--- src/rtl/dru_ctrl_pkg.sv ---
// Shared types and constants for the DRU lock controller: state encoding,
// captured link configuration, default timing constants and the helper
// that judges a closed rate window against its expected bit count.
package dru_ctrl_pkg;

    localparam int DEF_RST_CYCLES   = 16;
    localparam int DEF_WIN_LEN      = 1024;
    localparam int DEF_EXP_BITS     = 5120;
    localparam int DEF_TOL          = 64;
    localparam int DEF_LOCK_WINDOWS = 4;
    localparam int DEF_ACQ_TIMEOUT  = 64;
    localparam int DEF_ALARM_FILT   = 8;

    localparam int CF_W   = 37;
    localparam int GAIN_W = 5;
    localparam int SAMV_W = 4;
    localparam int SUM_W  = 16;

    typedef enum logic [2:0] {
        ST_IDLE  = 3'd0,
        ST_RESET = 3'd1,
        ST_ACQ   = 3'd2,
        ST_TRACK = 3'd3,
        ST_ALARM = 3'd4
    } dru_state_e;

    typedef struct packed {
        logic [CF_W-1:0]   center_f;
        logic [GAIN_W-1:0] g1_acq;
        logic [GAIN_W-1:0] g1_trk;
        logic [GAIN_W-1:0] g1_p;
        logic [GAIN_W-1:0] g2;
    } dru_cfg_t;

    // True when |sum - exp_bits| <= tol, evaluated as a 17-bit signed difference
    function automatic logic win_in_tol(input logic [SUM_W-1:0] sum,
                                        input int               exp_bits,
                                        input int               tol);
        logic signed [SUM_W:0] diff;
        logic signed [SUM_W:0] mag;
        diff = $signed({1'b0, sum}) - $signed((SUM_W+1)'(exp_bits));
        mag  = diff[SUM_W] ? -diff : diff;
        return (mag <= $signed((SUM_W+1)'(tol)));
    endfunction

endpackage

--- src/rtl/dru_rate_window.sv ---
// Rate-check window for the DRU: counts WIN_LEN cycles, accumulates SAMV
// with 16-bit saturation and remembers any AL_PPM assertion. In the last
// window cycle it raises win_done, plus win_good when the window (including
// that cycle's inputs) is clean and within tolerance. Held clear by the FSM
// whenever the DRU is not running.
module dru_rate_window
    import dru_ctrl_pkg::*;
#(
    parameter int WIN_LEN  = DEF_WIN_LEN,
    parameter int EXP_BITS = DEF_EXP_BITS,
    parameter int TOL      = DEF_TOL
) (
    input  logic              CLK,
    input  logic              RST,
    input  logic              i_clr,
    input  logic [SAMV_W-1:0] i_samv,
    input  logic              i_al_ppm,
    output logic              o_win_done,
    output logic              o_win_good
);

    localparam int WIN_CW = (WIN_LEN > 1) ? $clog2(WIN_LEN) : 1;

    logic [WIN_CW-1:0] r_cnt;
    logic [SUM_W-1:0]  r_sum;
    logic              r_flag;

    logic [SUM_W:0]    w_add;
    logic [SUM_W-1:0]  w_sum_next;
    logic              w_flag_next;
    logic              w_last;

    // Next accumulator/flag values and the end-of-window verdict
    always_comb begin
        w_add = {1'b0, r_sum} + {{(SUM_W+1-SAMV_W){1'b0}}, i_samv};
        if (w_add[SUM_W]) begin
            w_sum_next = {SUM_W{1'b1}};
        end else begin
            w_sum_next = w_add[SUM_W-1:0];
        end
        w_flag_next = r_flag | i_al_ppm;
        w_last      = (r_cnt == WIN_CW'(WIN_LEN - 1));
        o_win_done  = w_last & ~i_clr;
        o_win_good  = o_win_done & ~w_flag_next & win_in_tol(w_sum_next, EXP_BITS, TOL);
    end

    // Window counter, accumulator and sticky flag; restart after the last cycle
    always_ff @(posedge CLK or posedge RST) begin
        if (RST) begin
            r_cnt  <= {WIN_CW{1'b0}};
            r_sum  <= {SUM_W{1'b0}};
            r_flag <= 1'b0;
        end else if (i_clr || w_last) begin
            r_cnt  <= {WIN_CW{1'b0}};
            r_sum  <= {SUM_W{1'b0}};
            r_flag <= 1'b0;
        end else begin
            r_cnt  <= r_cnt + WIN_CW'(1);
            r_sum  <= w_sum_next;
            r_flag <= w_flag_next;
        end
    end

endmodule

--- src/rtl/dru_lock_ctrl.sv ---
// DRU lock controller: sequences reset, high-gain acquisition and
// low-gain tracking of the oversampling data recovery unit, watches the
// recovered bit rate and AL_PPM, and forces a relock through ALARM when
// lock is lost. Link configuration is captured when leaving IDLE.
module dru_lock_ctrl
    import dru_ctrl_pkg::*;
#(
    parameter int RST_CYCLES   = DEF_RST_CYCLES,
    parameter int WIN_LEN      = DEF_WIN_LEN,
    parameter int EXP_BITS     = DEF_EXP_BITS,
    parameter int TOL          = DEF_TOL,
    parameter int LOCK_WINDOWS = DEF_LOCK_WINDOWS,
    parameter int ACQ_TIMEOUT  = DEF_ACQ_TIMEOUT,
    parameter int ALARM_FILT   = DEF_ALARM_FILT
) (
    input  logic              CLK,
    input  logic              RST,
    input  logic              i_start,
    input  logic              i_stop,
    input  logic [CF_W-1:0]   i_center_f,
    input  logic [GAIN_W-1:0] i_g1_acq,
    input  logic [GAIN_W-1:0] i_g1_trk,
    input  logic [GAIN_W-1:0] i_g1_p,
    input  logic [GAIN_W-1:0] i_g2,
    input  logic              i_al_ppm,
    input  logic [SAMV_W-1:0] i_samv,
    output logic              o_dru_en,
    output logic              o_dru_rst,
    output logic              o_dru_rst_freq,
    output logic [GAIN_W-1:0] o_g1,
    output logic [GAIN_W-1:0] o_g1_p,
    output logic [GAIN_W-1:0] o_g2,
    output logic [CF_W-1:0]   o_center_f,
    output logic              o_locked,
    output logic [2:0]        o_state,
    output logic [7:0]        o_relock_cnt
);

    localparam int RST_CW  = (RST_CYCLES > 1) ? $clog2(RST_CYCLES) : 1;
    localparam int GOOD_CW = $clog2(LOCK_WINDOWS + 1);
    localparam int TO_CW   = $clog2(ACQ_TIMEOUT + 1);
    localparam int FILT_CW = $clog2(ALARM_FILT + 1);

    dru_state_e         r_state;
    dru_state_e         w_next_state;
    dru_cfg_t           r_cfg;
    dru_cfg_t           w_cfg_next;
    logic               w_capture;

    logic [RST_CW-1:0]  r_rst_cnt;
    logic [GOOD_CW-1:0] r_good_cnt;
    logic [TO_CW-1:0]   r_to_cnt;
    logic [FILT_CW-1:0] r_ppm_run;

    logic               w_win_clr;
    logic               w_win_done;
    logic               w_win_good;
    logic               w_lock_hit;
    logic               w_timeout_hit;
    logic               w_ppm_hit;

    logic               r_dru_en;
    logic               r_dru_rst;
    logic               r_dru_rst_freq;
    logic [GAIN_W-1:0]  r_g1;
    logic               r_locked;
    logic [7:0]         r_relock_cnt;

    // Windows only run while the DRU is enabled and acquiring or tracking
    assign w_win_clr = ~((r_state == ST_ACQ) || (r_state == ST_TRACK));

    dru_rate_window #(
        .WIN_LEN  (WIN_LEN),
        .EXP_BITS (EXP_BITS),
        .TOL      (TOL)
    ) u_rate_window (
        .CLK        (CLK),
        .RST        (RST),
        .i_clr      (w_win_clr),
        .i_samv     (i_samv),
        .i_al_ppm   (i_al_ppm),
        .o_win_done (w_win_done),
        .o_win_good (w_win_good)
    );

    // Event qualifiers: lock reached, acquisition timed out, AL_PPM run expired
    always_comb begin
        w_lock_hit    = w_win_done & w_win_good &
                        (r_good_cnt == GOOD_CW'(LOCK_WINDOWS - 1));
        w_timeout_hit = w_win_done & (r_to_cnt == TO_CW'(ACQ_TIMEOUT - 1));
        w_ppm_hit     = (r_state == ST_TRACK) & i_al_ppm &
                        (r_ppm_run == FILT_CW'(ALARM_FILT - 1));
    end

    // Next-state logic; stop beats everything, lock beats timeout
    always_comb begin
        w_next_state = r_state;
        if (i_stop) begin
            w_next_state = ST_IDLE;
        end else begin
            case (r_state)
                ST_IDLE: begin
                    if (i_start) w_next_state = ST_RESET;
                    else         w_next_state = ST_IDLE;
                end
                ST_RESET: begin
                    if (r_rst_cnt == RST_CW'(RST_CYCLES - 1)) w_next_state = ST_ACQ;
                    else                                      w_next_state = ST_RESET;
                end
                ST_ACQ: begin
                    if (w_lock_hit)         w_next_state = ST_TRACK;
                    else if (w_timeout_hit) w_next_state = ST_ALARM;
                    else                    w_next_state = ST_ACQ;
                end
                ST_TRACK: begin
                    if (w_ppm_hit || (w_win_done && !w_win_good)) w_next_state = ST_ALARM;
                    else                                          w_next_state = ST_TRACK;
                end
                ST_ALARM: begin
                    if (i_start) w_next_state = ST_RESET;
                    else         w_next_state = ST_IDLE;
                end
                default: w_next_state = ST_IDLE;
            endcase
        end
    end

    // Configuration is only sampled when a fresh start leaves IDLE
    always_comb begin
        w_capture = (r_state == ST_IDLE) && (w_next_state == ST_RESET);
        if (w_capture) begin
            w_cfg_next.center_f = i_center_f;
            w_cfg_next.g1_acq   = i_g1_acq;
            w_cfg_next.g1_trk   = i_g1_trk;
            w_cfg_next.g1_p     = i_g1_p;
            w_cfg_next.g2       = i_g2;
        end else begin
            w_cfg_next = r_cfg;
        end
    end

    // State and captured configuration registers
    always_ff @(posedge CLK or posedge RST) begin
        if (RST) begin
            r_state <= ST_IDLE;
            r_cfg   <= {$bits(dru_cfg_t){1'b0}};
        end else begin
            r_state <= w_next_state;
            r_cfg   <= w_cfg_next;
        end
    end

    // Sequencing counters: reset hold, good-window run, ACQ timeout, AL_PPM run
    always_ff @(posedge CLK or posedge RST) begin
        if (RST) begin
            r_rst_cnt  <= {RST_CW{1'b0}};
            r_good_cnt <= {GOOD_CW{1'b0}};
            r_to_cnt   <= {TO_CW{1'b0}};
            r_ppm_run  <= {FILT_CW{1'b0}};
        end else begin
            if ((r_state == ST_RESET) && (w_next_state == ST_RESET)) begin
                r_rst_cnt <= r_rst_cnt + RST_CW'(1);
            end else begin
                r_rst_cnt <= {RST_CW{1'b0}};
            end

            if (r_state == ST_ACQ) begin
                if (w_win_done) begin
                    r_good_cnt <= w_win_good ? (r_good_cnt + GOOD_CW'(1)) : {GOOD_CW{1'b0}};
                    r_to_cnt   <= r_to_cnt + TO_CW'(1);
                end else begin
                    r_good_cnt <= r_good_cnt;
                    r_to_cnt   <= r_to_cnt;
                end
            end else begin
                r_good_cnt <= {GOOD_CW{1'b0}};
                r_to_cnt   <= {TO_CW{1'b0}};
            end

            if ((r_state == ST_TRACK) && i_al_ppm) begin
                if (r_ppm_run != FILT_CW'(ALARM_FILT)) r_ppm_run <= r_ppm_run + FILT_CW'(1);
                else                                   r_ppm_run <= r_ppm_run;
            end else begin
                r_ppm_run <= {FILT_CW{1'b0}};
            end
        end
    end

    // Registered DRU controls for the state being entered, plus relock count
    always_ff @(posedge CLK or posedge RST) begin
        if (RST) begin
            r_dru_en       <= 1'b0;
            r_dru_rst      <= 1'b1;
            r_dru_rst_freq <= 1'b1;
            r_g1           <= {GAIN_W{1'b0}};
            r_locked       <= 1'b0;
            r_relock_cnt   <= 8'd0;
        end else begin
            case (w_next_state)
                ST_IDLE: begin
                    r_dru_en       <= 1'b0;
                    r_dru_rst      <= 1'b1;
                    r_dru_rst_freq <= 1'b1;
                    r_g1           <= {GAIN_W{1'b0}};
                    r_locked       <= 1'b0;
                end
                ST_RESET: begin
                    r_dru_en       <= 1'b0;
                    r_dru_rst      <= 1'b1;
                    r_dru_rst_freq <= 1'b1;
                    r_g1           <= w_cfg_next.g1_acq;
                    r_locked       <= 1'b0;
                end
                ST_ACQ: begin
                    r_dru_en       <= 1'b1;
                    r_dru_rst      <= 1'b0;
                    r_dru_rst_freq <= 1'b0;
                    r_g1           <= w_cfg_next.g1_acq;
                    r_locked       <= 1'b0;
                end
                ST_TRACK: begin
                    r_dru_en       <= 1'b1;
                    r_dru_rst      <= 1'b0;
                    r_dru_rst_freq <= 1'b0;
                    r_g1           <= w_cfg_next.g1_trk;
                    r_locked       <= 1'b1;
                end
                ST_ALARM: begin
                    r_dru_en       <= 1'b0;
                    r_dru_rst      <= 1'b0;
                    r_dru_rst_freq <= 1'b0;
                    r_g1           <= w_cfg_next.g1_acq;
                    r_locked       <= 1'b0;
                end
                default: begin
                    r_dru_en       <= 1'b0;
                    r_dru_rst      <= 1'b1;
                    r_dru_rst_freq <= 1'b1;
                    r_g1           <= {GAIN_W{1'b0}};
                    r_locked       <= 1'b0;
                end
            endcase

            if ((w_next_state == ST_ALARM) && (r_state != ST_ALARM) &&
                (r_relock_cnt != 8'hFF)) begin
                r_relock_cnt <= r_relock_cnt + 8'd1;
            end else begin
                r_relock_cnt <= r_relock_cnt;
            end
        end
    end

    assign o_state        = r_state;
    assign o_dru_en       = r_dru_en;
    assign o_dru_rst      = r_dru_rst;
    assign o_dru_rst_freq = r_dru_rst_freq;
    assign o_g1           = r_g1;
    assign o_g1_p         = r_cfg.g1_p;
    assign o_g2           = r_cfg.g2;
    assign o_center_f     = r_cfg.center_f;
    assign o_locked       = r_locked;
    assign o_relock_cnt   = r_relock_cnt;

endmodule

--- config.mk ---
export PLATFORM = sky130hd
export DESIGN_NAME = dru_lock_ctrl
export DESIGN_NICKNAME = d
export VERILOG_FILES = /design/src/rtl/dru_ctrl_pkg.sv /design/src/rtl/dru_rate_window.sv /design/src/rtl/dru_lock_ctrl.sv
export SDC_FILE = /design/constraint.sdc
export NUM_CORES = 1
export LEC_CHECK = 0
export ABC_AREA = 1
export BUFFER_PORTS_ARGS = -buffer_cell sky130_fd_sc_hd__buf_2
export CORE_MARGIN = 5
export CORE_UTILIZATION = 51
export CTS_CLUSTER_SIZE = 40
export DETAILED_ROUTE_END_ITERATION = 7
export GPL_ROUTABILITY_DRIVEN = 0
export PLACE_DENSITY = 0.88
export SLEW_MARGIN = 20
export SYNTH_ARGS = -nofsm -noshare
export SYNTH_HDL_FRONTEND = slang
export SYNTH_SLANG_ARGS = --single-unit
--- constraint.sdc ---
create_clock -name CLK -period 4.1 [get_ports CLK]
set_clock_uncertainty 0.05 [all_clocks]
set_input_delay 0.615 -clock CLK [delete_from_list [all_inputs] [get_ports CLK]]
set_output_delay 0.615 -clock CLK [all_outputs]
set_load 0.02 [all_outputs]
==> out/results.md <==
| Stage | Item | Value |
| --- | --- | --- |
| detailed routing | Via Count | 6760 |
| logic synthesis | Cell types occupying the most area after synthesis | sky130_fd_sc_hd__dfrtp_1 42%, sky130_fd_sc_hd__nand2_1 11%, sky130_fd_sc_hd__inv_1 8.2% |
| worst setup path | Crit Path Max Fanout | 9 |
| clock network | Number of buffers on the longest clock path | 2 |
| logic synthesis | Count of flip-flops with a built-in enable after synthesis | 0 |
| clock network | CTS tree | built |
| worst setup path | Required time of the critical path | 4400 ps |
| worst setup path | Endpoint type of the worst setup path | register |
| logic synthesis | Flop and latch count out of synthesis | 121 |
| detailed routing | Number of optimization iterations in the first detailed-route pass | 6 |
| logic synthesis | Top FF cell, synth | sky130_fd_sc_hd__dfrtp_1 |
| worst setup path | Dominant cell type by count on the critical path | sky130_fd_sc_hd__nand3_4 |
| timing | Aggregate negative setup slack | 0 ps |
| floorplan | Die outline width | 128 um |
| placed design | Sum of net half-perimeters after detailed placement | 12200 um |
| placed design | Number of buffer cells added on primary ports | 132 |
| timing | Final worst-path cycle share | 98.1% |
| clock network | Root buffer cell | sky130_fd_sc_hd__clkbuf_16 |
| cells and area | Net count, final | 1154 |
| worst setup path | WP depth | 30 |
| worst hold path | Class of the most critical hold timing path | input pin to async pin |
| logic synthesis | Synth warnings | 0 |
| timing | Max-slew headroom at the worst pin | 27.0% |
| cells and area | Share of final-layout standard cells stronger than drive strength 1 | 32.1% |
| detailed routing | ANT nets after route | 0 |
| worst setup path | Cell type of the slowest stage on the worst timing path | sky130_fd_sc_hd__dfrtp_1 |
| power and ir drop | Lkg Pwr | 5.06 nW |
| logic synthesis | Gate count after technology mapping | 913 |
| clock network | H-tree depth reported by CTS | 4 |
| cells and area | Final antenna diode count | 0 |
| floorplan | Die H | 128 um |
| worst setup path | Crit-path leading delay family | simple AND/OR/NAND/NOR gates |
| logic synthesis | Yosys top cell by area | sky130_fd_sc_hd__dfrtp_1 |
| detailed routing | Routed wire length | 19800 um |
| placed design | Worst slack, placed | -309 ps |
| timing | Final number of max-transition violations | 0 |
| logic synthesis | Total standard cell area after synthesis | 7090 sq um |
| grt | Wire length of the first global-routing pass | 28200 um |
| timing | Min Tclk post-route | 4020 ps |
| cells and area | Growth of design area from synthesis to finish | 27.7% |
| power and ir drop | Total power | 3.62 mW |
| timing | Final hold violation count | 0 |
| detailed routing | DR iter-0 viols | 631 |
| worst setup path | Data arrival at the endpoint of the critical path | 4330 ps |
| floorplan | Boundary pin count | 133 |
| grt | Global router's overall resource usage | 21.2% |
| worst setup path | Worst reg2reg startpoint | u_rate_window.r_sum[0]$_DFF_PP0_ |
| worst setup path | Critical path start-end classification | register to register |
| worst setup path | Flop2flop setup slack | 80 ps |
| timing | Worst Max-Slew Pin Slew | 1090 ps |
| clock network | Later-pin clock latency in the skew report | 420 ps |
| power and ir drop | Peak supply drop | 0.000336 V |
| cells and area | Filler Cells Inserted | 1051 |
| timing | Setup violators final | 0 |
| worst setup path | Cell depth of the worst flop-to-flop path | 30 |
| worst setup path | Total buffers and inverters traversed by the critical path | 5 |
| floorplan | Site Rows | 43 |
| logic synthesis | Share of flip-flops with an asynchronous set or reset after synthesis | 100% |
| logic synthesis | Fraction of the yosys area taken by sequential cells | 42.7% |
| floorplan | Placeable Area | 13800 sq um |
| status | Status | finished, final reports clean |
| worst setup path | Slowest stage delay, CP | 370 ps |
| timing | Final worst setup slack | 76.6 ps |
| grt | Largest net degree at the start of global routing | 87 |
| worst setup path | Startpoint type of the worst setup path | register |
| worst setup path | Reg-to-reg endpoint | o_g1[3]$_DFF_PP0_ |
| grt | Number of antenna violations at the first check in global routing | 0 |
| grt | Via count of the first global-routing pass | 6273 |
| timing | Minimum hold slack | 280 ps |
| clock network | Clock edge transition at the registers on the reported setup and hold paths | 70 ps |
| logic synthesis | Number of nets in the synthesized netlist | 994 |
| clock network | Number of buffers created by CTS | 17 |
| logic synthesis | Top cell types by occurrence after synthesis | 208 x sky130_fd_sc_hd__nand2_1, 154 x sky130_fd_sc_hd__inv_1, 120 x sky130_fd_sc_hd__dfrtp_1, 75 x sky130_fd_sc_hd__nand3_1, 70 x sky130_fd_sc_hd__nor2_1 |
| detailed routing | Residual DRC | 0 |
| grt | Aggregate global routing overflow | 0 |
| floorplan | Die area | 16400 sq um |
| detailed routing | Post-DR wirelength/cell | 15.7 um |
| detailed routing | Via-per-instance ratio | 5.34 |
| logic synthesis | Mean post-synth cell area | 7.76 sq um |
| logic synthesis | Portion of synthesized cell area occupied by the leading cell type | 42.4% |
| logic synthesis | Top-count cell post-synth | sky130_fd_sc_hd__nand2_1 |
| clock network | Sink count of the clock tree | 121 |
| flow run | Max-cap violation count | 0 |
| floorplan | Effective utilization at floorplan | 51.5% |
| power and ir drop | Power per cell area | 400 nW/um^2 |
| timing | F_max | 0.249 GHz |
| logic synthesis | Cell variety after synth | 44 |
## state kept, by name, summed over array words and instances (netlist names)
name                  flops
o_relock_cnt              8
u_rate_window.r_flag      1
r_cfg                    10
r_good_cnt                3
o_dru_rst_freq            1
o_state                   3
o_center_f               37
o_g1                      5
o_dru_en                  1
u_rate_window.r_sum      16
r_to_cnt                  7
o_locked                  1
o_g2                      5
r_ppm_run                 4
r_rst_cnt                 4
o_g1_p                    5
u_rate_window.r_cnt      10
## what timing repair did
action,in CTS,in global routing
endpoints found under the setup margin,0,76
resized for setup,0,54
hold endpoints to repair,0,0
setup buffers,0,13
hold buffers,0,0
## report_power, final
part,leakage [nW],switching (mW),internal (mW),total [mW]
logic,3.19,0.421,0.246,0.667
registers,1.58,0.0767,1.33,1.41
clock network,0.292,0.624,0.920,1.54
## final cells by class
cell class | instances | area (sq um) | area share (%)
tap | 180 | 225 | 2.49
sequential | 121 | 3030 | 33.5
multi-input combinational | 565 | 3190 | 35.2
clock inverter | 15 | 184 | 2.03
timing repair buffer | 205 | 1380 | 15.2
clock buffer | 17 | 425 | 4.70
inverter | 163 | 622 | 6.87
## worst register-to-register path, delay by kind of cell, from the launching register on
family / cells / cell delay, ps
AO/OA/AOI/OAI: 1 / 230
flip-flops: 1 / 370
AND/OR/NAND/NOR: 21 / 2050
adder cells (fa/ha/maj): 3 / 700
buffers and inverters: 5 / 540
## layout by cell type (no fill, tap or decap), drive strengths merged, types with 2 or more instances in the layout
| cell | n |
|---|---|
| and2 | 10 |
| a21oi | 19 |
| dfrtp | 120 |
| o21a | 2 |
| nor3 | 18 |
| nor4 | 2 |
| inv | 169 |
| ha | 14 |
| bufinv | 2 |
| buf | 200 |
| o21ai | 57 |
| nor3b | 2 |
| clkbuf | 22 |
| nor2 | 85 |
| nand3 | 85 |
| nand3b | 4 |
| clkinvlp | 2 |
| nand2 | 225 |
| nand4 | 24 |
| xor2 | 7 |
| clkinv | 5 |
| xnor2 | 3 |
## worst max path at each step
stage / startpoint / slack (ps) / to
6_report: u_rate_window.r_sum[0]$_DFF_PP0_ / 80 / o_g1[3]$_DFF_PP0_
2_1_floorplan: i_samv[0] / 9 / o_center_f[5]$_DFFE_PP0N_
3_5_place_dp: i_samv[0] / -310 / r_rst_cnt[2]$_DFF_PP0_
3_3_place_gp: i_samv[0] / -150 / r_cfg[16]$_DFF_PP0_
4_1_cts: u_rate_window.r_sum[0]$_DFF_PP0_ / 10 / o_center_f[25]$_DFFE_PP0N_
5_1_grt: u_rate_window.r_sum[0]$_DFF_PP0_ / -140 / o_g1[3]$_DFF_PP0_
## per-stage QoR
| stage | cell area, sq um | instances | util (%) |
|---|---|---|---|
| after floorplan | 7120 | 913 | - |
| after global placement | 7950 | 1213 | 57.7 |
| after detailed placement | 7950 | 1213 | 57.7 |
| after CTS | 8560 | 1245 | 62.1 |
| after global routing | 9050 | 1266 | 65.7 |
| final | 9050 | 1266 | 65.7 |
## cells by family after synthesis
family	Yosys count	synth area share, %
and+or+nand+nor	455	30.1
buffers and inverters	229	15.7
DFF	121	42.7
AOI/OAI and AO/OA	83	7.47
adders and majority gates	15	2.75
xor gates and xnor gates	10	1.24
## layer usage
metal	GRT usage, %	wire length, um	vias up
li1	-	-	3143
met1	26.5	7790	3220
met2	35.6	10100	304
met3	4.29	960	93
met4	9.18	967	0
met5	0	0	-
Power figures use the tool's default switching activity.
